$ cat config.mk
export PLATFORM = sky130hd
export DESIGN_NAME = trap_sequencer
export DESIGN_NICKNAME = d
export VERILOG_FILES = /design/src/rtl/trap_sequencer.sv
export SDC_FILE = /design/constraint.sdc
export NUM_CORES = 1
export LEC_CHECK = 0
export CORE_ASPECT_RATIO = 1.25
export CORE_UTILIZATION = 49
export CTS_CLUSTER_SIZE = 28
export DETAILED_ROUTE_END_ITERATION = 16
export PLACE_DENSITY = 0.92
export SYNTH_ARGS = -nofsm -noshare
export SYNTH_HDL_FRONTEND = slang
export SYNTH_SLANG_ARGS = --single-unit
$ cat constraint.sdc
create_clock -name i_clk -period 10.84 [get_ports i_clk]
set_input_delay 2.71 -clock i_clk [delete_from_list [all_inputs] [get_ports i_clk]]
set_output_delay 2.71 -clock i_clk [all_outputs]
set_load 0.05 [all_outputs]
$ cat src/rtl/trap_sequencer.sv
`timescale 1ns/1ps
// Machine-mode trap sequencer: drains the pipeline for interrupts, saves trap CSRs,
// redirects fetch to mtvec, and sequences the MRET return path.
module trap_sequencer #(
  parameter int XLEN      = 32,
  parameter int DRAIN_MAX = 15
) (
  input  logic            i_clk,
  input  logic            i_rst_n,
  input  logic            i_interrupt_req,
  input  logic [XLEN-1:0] i_interrupt_cause,
  input  logic            i_exc_valid,
  input  logic [XLEN-1:0] i_exc_cause,
  input  logic [XLEN-1:0] i_exc_pc,
  input  logic [XLEN-1:0] i_exc_tval,
  input  logic            i_retire_valid,
  input  logic [XLEN-1:0] i_next_pc,
  input  logic            i_mret,
  input  logic [XLEN-1:0] i_mtvec,
  input  logic [XLEN-1:0] i_mepc,
  input  logic            i_mstatus_mie,
  input  logic            i_mstatus_mpie,
  output logic            o_stall,
  output logic            o_flush,
  output logic            o_redirect_valid,
  output logic [XLEN-1:0] o_redirect_pc,
  output logic            o_csr_we,
  output logic [XLEN-1:0] o_mepc_wdata,
  output logic [XLEN-1:0] o_mcause_wdata,
  output logic [XLEN-1:0] o_mtval_wdata,
  output logic            o_mie_wdata,
  output logic            o_mpie_wdata,
  output logic            o_busy
);

  localparam int CNT_W = (DRAIN_MAX < 1) ? 1 : $clog2(DRAIN_MAX + 1);
  localparam logic [CNT_W-1:0] CNT_MAX = CNT_W'(DRAIN_MAX);
  localparam logic [XLEN-1:0] ALIGN_MASK = {{(XLEN-2){1'b1}}, 2'b00};

  typedef enum logic [2:0] {
    IDLE,
    DRAIN,
    SAVE,
    REDIRECT,
    MRET_RET
  } state_e;

  state_e          state_q, state_d;
  logic [CNT_W-1:0] cnt_q, cnt_d;
  logic [XLEN-1:0] cause_q, cause_d;
  logic [XLEN-1:0] epc_q, epc_d;
  logic [XLEN-1:0] tval_q, tval_d;
  // Last values written to mepc/mcause/mtval, so MRET can rewrite them unchanged.
  logic [XLEN-1:0] mepc_wr_q, mepc_wr_d;
  logic [XLEN-1:0] mcause_wr_q, mcause_wr_d;
  logic [XLEN-1:0] mtval_wr_q, mtval_wr_d;

  logic [XLEN-1:0] vec_base;
  logic [XLEN-1:0] vec_offset;
  logic [XLEN-1:0] trap_target;
  logic [XLEN-1:0] epc_aligned;

  assign vec_base    = i_mtvec & ALIGN_MASK;
  assign vec_offset  = {cause_q[XLEN-3:0], 2'b00};
  assign trap_target = ((i_mtvec[1:0] == 2'b01) && cause_q[XLEN-1]) ? (vec_base + vec_offset)
                                                                     : vec_base;
  assign epc_aligned = epc_q & ALIGN_MASK;

  always_comb begin
    state_d     = state_q;
    cnt_d       = cnt_q;
    cause_d     = cause_q;
    epc_d       = epc_q;
    tval_d      = tval_q;
    mepc_wr_d   = mepc_wr_q;
    mcause_wr_d = mcause_wr_q;
    mtval_wr_d  = mtval_wr_q;

    case (state_q)
      IDLE: begin
        if (i_exc_valid) begin
          cause_d = i_exc_cause;
          epc_d   = i_exc_pc;
          tval_d  = i_exc_tval;
          state_d = SAVE;
        end else if (i_mret) begin
          state_d = MRET_RET;
        end else if (i_interrupt_req) begin
          cnt_d   = '0;
          cause_d = i_interrupt_cause;
          state_d = DRAIN;
        end
      end

      // An exception from the retiring instruction wins over the waiting interrupt,
      // which simply stays pending at the dispatcher and is picked up again from IDLE.
      DRAIN: begin
        if (i_exc_valid) begin
          cause_d = i_exc_cause;
          epc_d   = i_exc_pc;
          tval_d  = i_exc_tval;
          state_d = SAVE;
        end else if (!i_interrupt_req) begin
          state_d = IDLE;
        end else if (!i_retire_valid || (cnt_q == CNT_MAX)) begin
          epc_d   = i_next_pc;
          tval_d  = '0;
          state_d = SAVE;
        end else begin
          cnt_d = cnt_q + CNT_W'(1);
        end
      end

      SAVE: begin
        mepc_wr_d   = epc_aligned;
        mcause_wr_d = cause_q;
        mtval_wr_d  = tval_q;
        state_d     = REDIRECT;
      end

      REDIRECT: state_d = IDLE;

      MRET_RET: begin
        mepc_wr_d = i_mepc;
        state_d   = IDLE;
      end

      default: state_d = IDLE;
    endcase
  end

  always_ff @(posedge i_clk) begin
    if (!i_rst_n) begin
      state_q     <= IDLE;
      cnt_q       <= '0;
      cause_q     <= '0;
      epc_q       <= '0;
      tval_q      <= '0;
      mepc_wr_q   <= '0;
      mcause_wr_q <= '0;
      mtval_wr_q  <= '0;
    end else begin
      state_q     <= state_d;
      cnt_q       <= cnt_d;
      cause_q     <= cause_d;
      epc_q       <= epc_d;
      tval_q      <= tval_d;
      mepc_wr_q   <= mepc_wr_d;
      mcause_wr_q <= mcause_wr_d;
      mtval_wr_q  <= mtval_wr_d;
    end
  end

  // Output decode; only the IDLE stall/flush look at live inputs so the pipeline
  // is frozen in the same cycle the exception or MRET is reported.
  always_comb begin
    o_busy           = (state_q != IDLE);
    o_stall          = 1'b0;
    o_flush          = 1'b0;
    o_redirect_valid = 1'b0;
    o_redirect_pc    = '0;
    o_csr_we         = 1'b0;
    o_mepc_wdata     = mepc_wr_q;
    o_mcause_wdata   = mcause_wr_q;
    o_mtval_wdata    = mtval_wr_q;
    o_mie_wdata      = 1'b0;
    o_mpie_wdata     = 1'b0;

    case (state_q)
      IDLE: begin
        o_stall = i_exc_valid;
        o_flush = i_exc_valid | i_mret;
      end

      DRAIN: o_stall = 1'b1;

      SAVE: begin
        o_stall        = 1'b1;
        o_flush        = 1'b1;
        o_csr_we       = 1'b1;
        o_mepc_wdata   = epc_aligned;
        o_mcause_wdata = cause_q;
        o_mtval_wdata  = tval_q;
        o_mpie_wdata   = i_mstatus_mie;
        o_mie_wdata    = 1'b0;
      end

      REDIRECT: begin
        o_stall          = 1'b1;
        o_flush          = 1'b1;
        o_redirect_valid = 1'b1;
        o_redirect_pc    = trap_target;
      end

      MRET_RET: begin
        o_flush          = 1'b1;
        o_redirect_valid = 1'b1;
        o_redirect_pc    = i_mepc;
        o_csr_we         = 1'b1;
        o_mepc_wdata     = i_mepc;
        o_mie_wdata      = i_mstatus_mpie;
        o_mpie_wdata     = 1'b1;
      end

      default: ;
    endcase
  end

endmodule

Word-level counts from Yosys, hierarchy flattened --
Cells that the tools add are included.
Storage, ports and cells: register bits 199, output and inout port bits 135, logic and storage cells 85, bits of input ports 232
Operators by class: add/subtract/negate cells 2, equal/unequal tests 20, reduce and logical (&&, ||, !) cells 14, muxes and demuxes 40, bitwise logic cells 1
Operator list (number):
- $mux W32 | 15
- $pmux W32 S2 | 5
- $add A32 B32 Y32 | 1
- $mux W4 | 6
- $mux W3 | 6
- $ne A2 B2 Y1 const B | 8
- $ne A3 B3 Y1 const B | 4
- $pmux W3 S3 | 1
- $ne A4 B4 Y1 const B | 2
- $pmux W4 S2 | 1
- $reduce_and A4 Y1 | 2
- $reduce_and A7 Y1 | 1
- $eq A3 B2 Y1 const B | 2
- $pmux W1 S2 | 3
- $reduce_or A3 Y1 | 2
- $add A4 B1 Y4 const B | 1
- $eq A4 B4 Y1 const B | 1
- $reduce_or A2 Y1 | 2
- $eq A3 B1 Y1 const B | 1
- $eq A3 B3 Y1 const B | 1
- $logic_not A3 Y1 | 1
- $mux W1 | 3
- $reduce_bool A3 Y1 | 1
- $eq A2 B1 Y1 const B | 1
- other kinds (6) | 6

Logic depth before layout (Yosys ltp) --
Gate-level depths: netlist (run 1).
depth in word-level cells 6, mapped depth 11, mapped depth without buffers 11

Least setup slack after synthesis (run 1) --
Ideal clock, no wire load.
path kind input port to output port, from in i_mtvec[10], to out o_redirect_pc[29], setup slack 2.409 ns, data arrival time 5.721 ns, required time 8.130 ns, buffers on the path 0, stages 9, cells stage by stage ha_1 > a2111oi_2 > o21ai_1 > a32o_1 > a311oi_4 > a311o_2 > and2_1 > o21ai_1 > o31ai_1
On the way: longest elaborated chain between the ends 3
RTL lines:
- from (decl) | line 19 | input logic [XLEN-1:0] i_mtvec,
- $add A32 B32 Y32 | line 65 | assign trap_target = ((i_mtvec[1:0] == 2'b01) && cause_q[XLEN-1]) ? (vec_base + vec_offset)
- $mux W32 | line 65
- $pmux W32 S2 | line 169 | case (state_q)
- to (decl) | line 26 | output logic [XLEN-1:0] o_redirect_pc,
Every way passes these cells.

Final worst setup path (run 1) --
from in i_mtvec[9], to out o_redirect_pc[26]
The elaborated chain is that of the path after synthesis.

==> reports/metrics.csv, run 1 <==
stage,metric,value,unit
status,outcome,completed,
finish,drive_gt1_frac,0.08815,
pwr,cellPowerDensity,148.1,nW/um^2
clocking,cts_max_path_buffers,2,
detailed_routing,first_iter_violations,669,
logic_synthesis,syn-num-nets,1401,
min_path,hp-class,reg -> reg,
detailed_routing,antenna_left,0,
detailed_routing,drcViolationCount,0,
job,drv_cap,0,
logic_synthesis,synth_cells,1138,
timing,period_minus_slack,9.189,ns
grt,grt_max_degree,105,
clocking,numCtsBuffers,17,
setup_path,crit_type,in -> out,
place,gp_congestion,0.9040,
timing,timing.final.crit_share,0.8477,
logic_synthesis,synth.yosys.warnings,0,
setup_path,cp-start-kind,primary input,
logic_synthesis,yosysUniqueCellTypes,57,
grt,grt_pass1_vias,10120,
clocking,cts_tree,yes,
clocking,cts-resized-gates,0,
timing,setup_tns,0,ns
place,dpl-instance-area,14010,um^2
logic_synthesis,synth_area,10270,um^2
die,num_rows,58,
clocking,cts_hold_buf,0,
setup_path,crit_arrival,6.48,ns
setup_path,cp_max_fo,6,
setup_path,critPathCaptureType,output pin,
place,post-place-ws,1.688,ns
timing,fin_ws,1.651,ns
timing,rsz0062_at_grt,no,
finish,area_growth_syn_to_layout,42.47,%
die,die_h,163.8,um
clocking,path_clk_slew,0.08,ns
die,dieArea,21540,um^2
logic_synthesis,synth_area_per_cell,9.021,um^2
place,io_buffers,362,
timing,report.final.slew_viol_count,0,
detailed_routing,vias_per_cell,5.853,
timing,setup_viol,0,
logic_synthesis,synthFlopType,dfxtp_1,
clocking,h-tree-depth,4,
timing,relSlewSlack,0.2245,
timing,clock_skew,0.01309,ns
die,start_util,0.5052,
grt,grt_usage,0.3215,
pwr,p_leak,6.447,nW
detailed_routing,wirelength,35.78,mm
place,dp_hpwl,25.73,mm
clocking,cts_sinks,197,
die,ioPinCount,367,
logic_synthesis,yosysSeqAreaShare,0.3842,
detailed_routing,wire_per_inst,20.77,um
timing,tightestPinTransition,1.162,ns
grt,grt.overflow.total,0,
clocking,postCtsSetupRepairBufs,0,
detailed_routing,dr_total_vias,10080,
grt,antenna_found_initial,1,
clocking,clock-root-buffer,clkbuf_16,
timing,hold_viol,0,
die,fp.dieW,131.5,um
pwr,irDropWorstVdd,0.1101,mV
logic_synthesis,ys_seq_elements,197,
setup_path,worstPathRequired,8.13,ns
finish,postLayoutCellArea,14630,um^2
timing,timing.fmax,108.8,MHz
logic_synthesis,async_flop_share,0,
finish,nNetsFinal,1702,
clocking,clkLatencyLatePin,0.44,ns
die,coreArea,20320,um^2
grt,grt_pass1_wl,54.24,mm
logic_synthesis,synth_edf_count,0,
detailed_routing,drtPass1Iterations,5,
==> path summary, 6_finish.rpt <==
kind / depth (start not counted) / endpoint / startpoint / slack [ns]
setup / recovery: 12 / o_redirect_pc[26] / i_mtvec[9] / 1.65
hold / removal: 1 / epc_q[2] / epc_q[2] / 0.51
setup reg to reg: 6 / mepc_wr_q[24] / state_q[0] / 7.56
hold reg to reg: 1 / epc_q[2] / epc_q[2] / 0.51
==> routing by layer <==
layer,vias to the layer above,GRT usage,share of wire,wire [um]
met5,-,0,0,0
met4,0,0.1416,0.038,1360
met3,74,0.07068,0.072,2568
met2,449,0.6046,0.52,18450
met1,4847,0.3436,0.37,13410
li1,4714,-,-,-
==> registers in the layout, summed over array words and instances, names as in the netlist <==
| signal | count |
|---|---|
| cause_q | 32 |
| mcause_wr_q | 32 |
| mepc_wr_q | 32 |
| mtval_wr_q | 32 |
| tval_q | 32 |
| epc_q | 30 |
| cnt_q | 4 |
| state_q | 3 |
==> cell families after synthesis <==
| group | Yosys count | synth area share |
|---|---|---|
| AND/OR/NAND/NOR | 380 | 0.1940 |
| AO/OA/AOI/OAI | 300 | 0.2182 |
| flip-flops | 197 | 0.3842 |
| buffers and inverters | 105 | 0.03839 |
| multiplexers | 101 | 0.1063 |
| adder cells (fa/ha/maj) | 31 | 0.03851 |
| XOR/XNOR | 24 | 0.02048 |
==> per-stage QoR <==
step | hold slack (ns) | power [mW] | std cells | utilization
6_report | 0.5052 | 2.166 | 1723 | 0.7198
5_1_grt | 0.5179 | 2.246 | 1722 | 0.7197
4_1_cts | 0.5085 | 2.167 | 1722 | 0.7197
3_5_place_dp | 0.4895 | 1.511 | 1690 | 0.6894
3_3_place_gp | 0.4784 | 1.496 | 1690 | 0.6894
2_1_floorplan | 0.4668 | 1.260 | 1138 | -
==> synth_stat cells, types with 3 or more instances <==
master / instances / share of area
nand4_1: 6 / 0.0037
a32oi_1: 32 / 0.027
o211a_1: 62 / 0.060
nand2b_1: 6 / 0.0037
xor2_1: 11 / 0.0094
o21a_1: 4 / 0.0029
mux2i_1: 37 / 0.036
clkbuf_1: 89 / 0.033
o21ai_0: 60 / 0.029
o31ai_1: 4 / 0.0029
nor3_1: 8 / 0.0039
a21o_1: 21 / 0.015
a221o_1: 22 / 0.021
nand3_1: 48 / 0.023
nor3b_1: 3 / 0.0022
and2_1: 101 / 0.062
mux2_2: 64 / 0.070
a21oi_1: 55 / 0.027
and3_1: 29 / 0.018
inv_1: 13 / 0.0048
buf_1: 3 / 0.0011
o21bai_1: 9 / 0.0066
dfxtp_1: 197 / 0.38
nand2_1: 105 / 0.038
nor2_1: 28 / 0.010
o21ai_1: 9 / 0.0044
ha_1: 30 / 0.037
nor2b_1: 36 / 0.022
xnor2_1: 13 / 0.011
==> placed cells by master, fill, tap and decap left out, drive strengths merged, types with 9 or more instances in the layout <==
cell type,netlist,final
clkdlybuf4s50,0,360
dfxtp,197,197
nand2,105,105
and2,102,102
o21ai,69,69
mux2,64,64
o211a,62,62
a21oi,55,55
nand3,49,49
mux2i,37,37
nor2b,36,36
a32oi,32,32
ha,30,30
and3,29,29
nor2,28,28
a221o,22,22
a21o,21,21
inv,13,20
clkbuf,89,17
buf,3,14
xnor2,13,13
xor2,11,11
o21bai,9,9
==> final cells by class <==
class / instances / area [um^2]
multi-input combinational: 836 / 5972
tap: 270 / 337.8
inverter: 13 / 48.80
clock inverter: 15 / 190.2
fill: 1519 / 5693
clock buffer: 17 / 425.4
sequential: 197 / 3944
antenna: 1 / 2.502
timing repair buffer: 374 / 3706
==> where the power goes <==
part	switching (mW)	internal [mW]	leakage [nW]
sequential	0.0339	0.777	1.61
combinational	0.405	0.291	4.54
clock	0.342	0.318	0.294
total	0.781	1.39	6.45
==> worst max-delay path, cell delays in order <==
cell and delay (ns):
clkdlybuf4s50_1 0.45, ha_1 0.41, and4_1 0.34, nand4_1 0.13, o31ai_1 0.29, a21o_1 0.21
nand2_1 0.09, a21oi_1 0.32, o21bai_1 0.14, and3_1 0.19, o31ai_1 0.31, clkdlybuf4s50_1 0.88
Note: power is estimated with default switching activity, not from simulation.
==> run 2: changes to the inputs <==
--- a/config.mk
+++ b/config.mk
@@ -6,10 +6,10 @@
 export NUM_CORES = 1
 export LEC_CHECK = 0
 export CORE_ASPECT_RATIO = 1.25
-export CORE_UTILIZATION = 49
+export CORE_UTILIZATION = 46
 export CTS_CLUSTER_SIZE = 28
 export DETAILED_ROUTE_END_ITERATION = 16
-export PLACE_DENSITY = 0.92
+export PLACE_DENSITY = 0.88
 export SYNTH_ARGS = -nofsm -noshare
 export SYNTH_HDL_FRONTEND = slang
 export SYNTH_SLANG_ARGS = --single-unit
==> constraint.sdc (replaced) <==
create_clock -name i_clk -period 9.4 [get_ports i_clk]
set_input_delay 2.35 -clock i_clk [delete_from_list [all_inputs] [get_ports i_clk]]
set_output_delay 2.35 -clock i_clk [all_outputs]
set_load 0.05 [all_outputs]
==> run 2 against run 1 <==
Effect of this change:
- flip-flop and latch count stayed put
- first-iteration DRC count shrank 27%
- final cell count up 0.52%
- via count down 2.1%
- worst setup slack worse by 0.73 ns
- count of clock-buffer cells in the layout did not move
- sequential power up 15%
- die area rose by 6.4%
- hold slack got worse by 0.0018 ns
- non-clock buffer count rose by 1
- critical path depth did not move
- critical endpoint is now o_redirect_pc[31]
==> reports/metrics.csv, run 2 (synthesis gave the netlist of run 1 again) <==
stage,metric,value,unit,change
pwr,p_int,1.606,mW,+16%
finish,fin_cells,1732,,+0.52%
detailed_routing,wirelength,34.50,mm,-3.6%
setup_path,cp-start-kind,primary input,,
detailed_routing,drtPass1Iterations,5,,unchanged
grt,grt_pass1_wl,51.72,mm,-4.6%
setup_path,crit_arrival,6.13,ns,-0.35 ns
finish,multi_input_comb_area,5972,um^2,unchanged
clocking,cts_max_path_buffers,2,,unchanged
place,dp_hpwl,24.86,mm,-3.4%
status,outcome,completed,,
die,fp.dieW,135.6,um,+3.2%
timing,period_minus_slack,8.477,ns,
clocking,path_clk_slew,0.08,ns,about the same
finish,nNetsFinal,1703,,+0.059%
pwr,p_leak,6.468,nW,+0.32%
grt,grt.overflow.total,0,,unchanged
timing,setup_tns,0,ns,unchanged
place,place_inst,1700,,+0.59%
detailed_routing,drcViolationCount,0,,unchanged
finish,fin_util,0.6767,,-0.04313
min_path,hold_end,epc_q[13],,
grt,grt_usage,0.2949,,-0.02661
timing,report.final.slew_viol_count,0,,unchanged
die,start_util,0.4732,,-0.03205
timing,clock_skew,0.01476,ns,+0.001675 ns
grt,use_met1,0.3071,,-0.03650
place,io_buffers,362,,unchanged
die,die_h,169.0,um,+3.2%
pwr,irDropWorstVdd,0.1314,mV,+19%
finish,seq_area,3944,um^2,unchanged
grt,grt_pass1_vias,9784,,-3.3%
grt,use_met2,0.5313,,-0.07334
pwr,switchingPower,0.8982,mW,+15%
grt,grt_max_degree,104,,-0.95%
detailed_routing,first_iter_violations,488,,-27%
clocking,clkLatencyLatePin,0.45,ns,about the same
detailed_routing,antenna_left,0,,unchanged
clocking,cts_tree,yes,,
place,dpl-instance-area,14040,um^2,+0.22%
clocking,cts_sinks,197,,unchanged
die,coreArea,21700,um^2,+6.8%
die,num_rows,60,,+3.4%
clocking,clock-root-buffer,clkbuf_16,,
detailed_routing,vias_per_cell,5.703,,-2.6%
clocking,h-tree-depth,4,,unchanged
detailed_routing,dr_total_vias,9877,,-2.1%
timing,tightestPinTransition,1.127,ns,-0.03502 ns
die,dieArea,22920,um^2,+6.4%
job,drv_cap,0,,unchanged
min_path,min_from,epc_q[13],,
min_path,hp-class,reg -> reg,,
pwr,seqPwrFrac,0.372,,-0.002
timing,hold_viol,0,,unchanged
finish,layout_common_cells,"clkdlybuf4s50_1, dfxtp_1, nand2_1",,
pwr,p_comb_frac,0.319,,-0.002
finish,final_common_cell,clkdlybuf4s50_1,,
timing,setup_viol,0,,unchanged
grt,use_met3,0.08416,,+0.01348
finish,antenna_cells,0,,-1
timing,timing.fmax,118.0,MHz,
detailed_routing,wire_per_inst,19.92,um,-4.1%
place,gp_congestion,0.9033,,about the same
setup_path,r2r_setup_slack,6.18,ns,-1.38 ns
timing,relSlewSlack,0.2479,,+0.02337
setup_path,crit_type,in -> out,,
finish,drive_gt1_frac,0.08878,,+0.0006276
finish,postLayoutCellArea,14680,um^2,+0.38%
pwr,pwr-share-clk,0.308,,+0.004
pwr,swShare,0.3586,,-0.001691
clocking,postCtsSetupRepairBufs,0,,unchanged
clocking,cts_hold_buf,0,,unchanged
finish,area_growth_syn_to_layout,43.01,%,
grt,antenna_found_initial,1,,unchanged
setup_path,critPathCaptureType,output pin,,
finish,fillers,1719,,+13%
clocking,cts-resized-gates,0,,unchanged
setup_path,cp_max_fo,6,,unchanged
setup_path,r2r_start,state_q[2],,
min_path,worstHoldPathCells,1,,unchanged
clocking,numCtsBuffers,17,,unchanged
timing,timing.final.crit_share,0.9018,,
grt,busiest_layer,met2,,
pwr,cellPowerDensity,170.6,nW/um^2,+15%
die,ioPinCount,367,,unchanged
timing,rsz0062_at_grt,no,,
setup_path,critical_path.reg2reg.endpoint,epc_q[15],,
setup_path,worst-r2r-cell-count,8,,+2
setup_path,worstPathRequired,7.05,ns,-1.08 ns
==> run 2: cell count changes in the layout (fill, tap and decap cells not counted), sizes merged <==
cell | before | now
buf | 14 | 15
clkinvlp | 1 | 0
diode | 1 | 0
inv | 20 | 21
==> run 2: worst max-delay path, stage by stage <==
cell,delay [ns]
clkdlybuf4s50_1,0.44
ha_1,0.40
a2111oi_2,0.32
o21ai_1,0.15
a32o_1,0.27
a311oi_4,0.36
a311o_2,0.25
nand3_2,0.09
a2111oi_0,0.38
or3b_1,0.17
a211o_1,0.10
clkdlybuf4s50_1,0.83
==> run 2: how the worst max path moves through the flow <==
stage,startpoint,to
floorplan,i_mtvec[10],o_redirect_pc[29]
detailed placement,i_mtvec[10],o_redirect_pc[31]
global route,i_mtvec[10],o_redirect_pc[31]
CTS,i_mtvec[10],o_redirect_pc[31]
finish,i_mtvec[10],o_redirect_pc[31]
global placement,i_mtvec[10],o_redirect_pc[26]
==> run 2: layout make-up <==
class | instances | share of cell area
inverters | 13 | 0.003324
well taps | 279 | 0.02378
repair buffers | 375 | 0.2538
flip-flops and latches | 197 | 0.2686
clock inverters | 15 | 0.01474
multi-input cells | 836 | 0.4068
clock buffers | 17 | 0.02898
==> run 2: metrics by stage <==
step / power (mW) / setup slack [ns] / hold slack [ns]
2_1_floorplan: 1.454 / 1.689 / 0.4668
3_3_place_gp: 1.730 / 1.018 / 0.4768
3_5_place_dp: 1.745 / 0.9452 / 0.4887
4_1_cts: 2.516 / 0.9377 / 0.5041
5_1_grt: 2.613 / 0.7851 / 0.5233
6_report: 2.505 / 0.9229 / 0.5033
==> run 2: metal layers <==
metal | vias to the layer above | wire, um
met5 | - | 11
met4 | 2 | 1557
met3 | 86 | 2745
met2 | 410 | 17420
met1 | 4671 | 12760
li1 | 4708 | -
==> run 2: power groups by stage <==
stage	registers, mW	clock network [mW]	logic (mW)
after global placement	0.949	0	0.782
final	0.933	0.772	0.800
after detailed placement	0.952	0	0.793
after CTS	0.933	0.784	0.800
after global routing	0.939	0.821	0.852
after floorplan	0.936	0	0.517
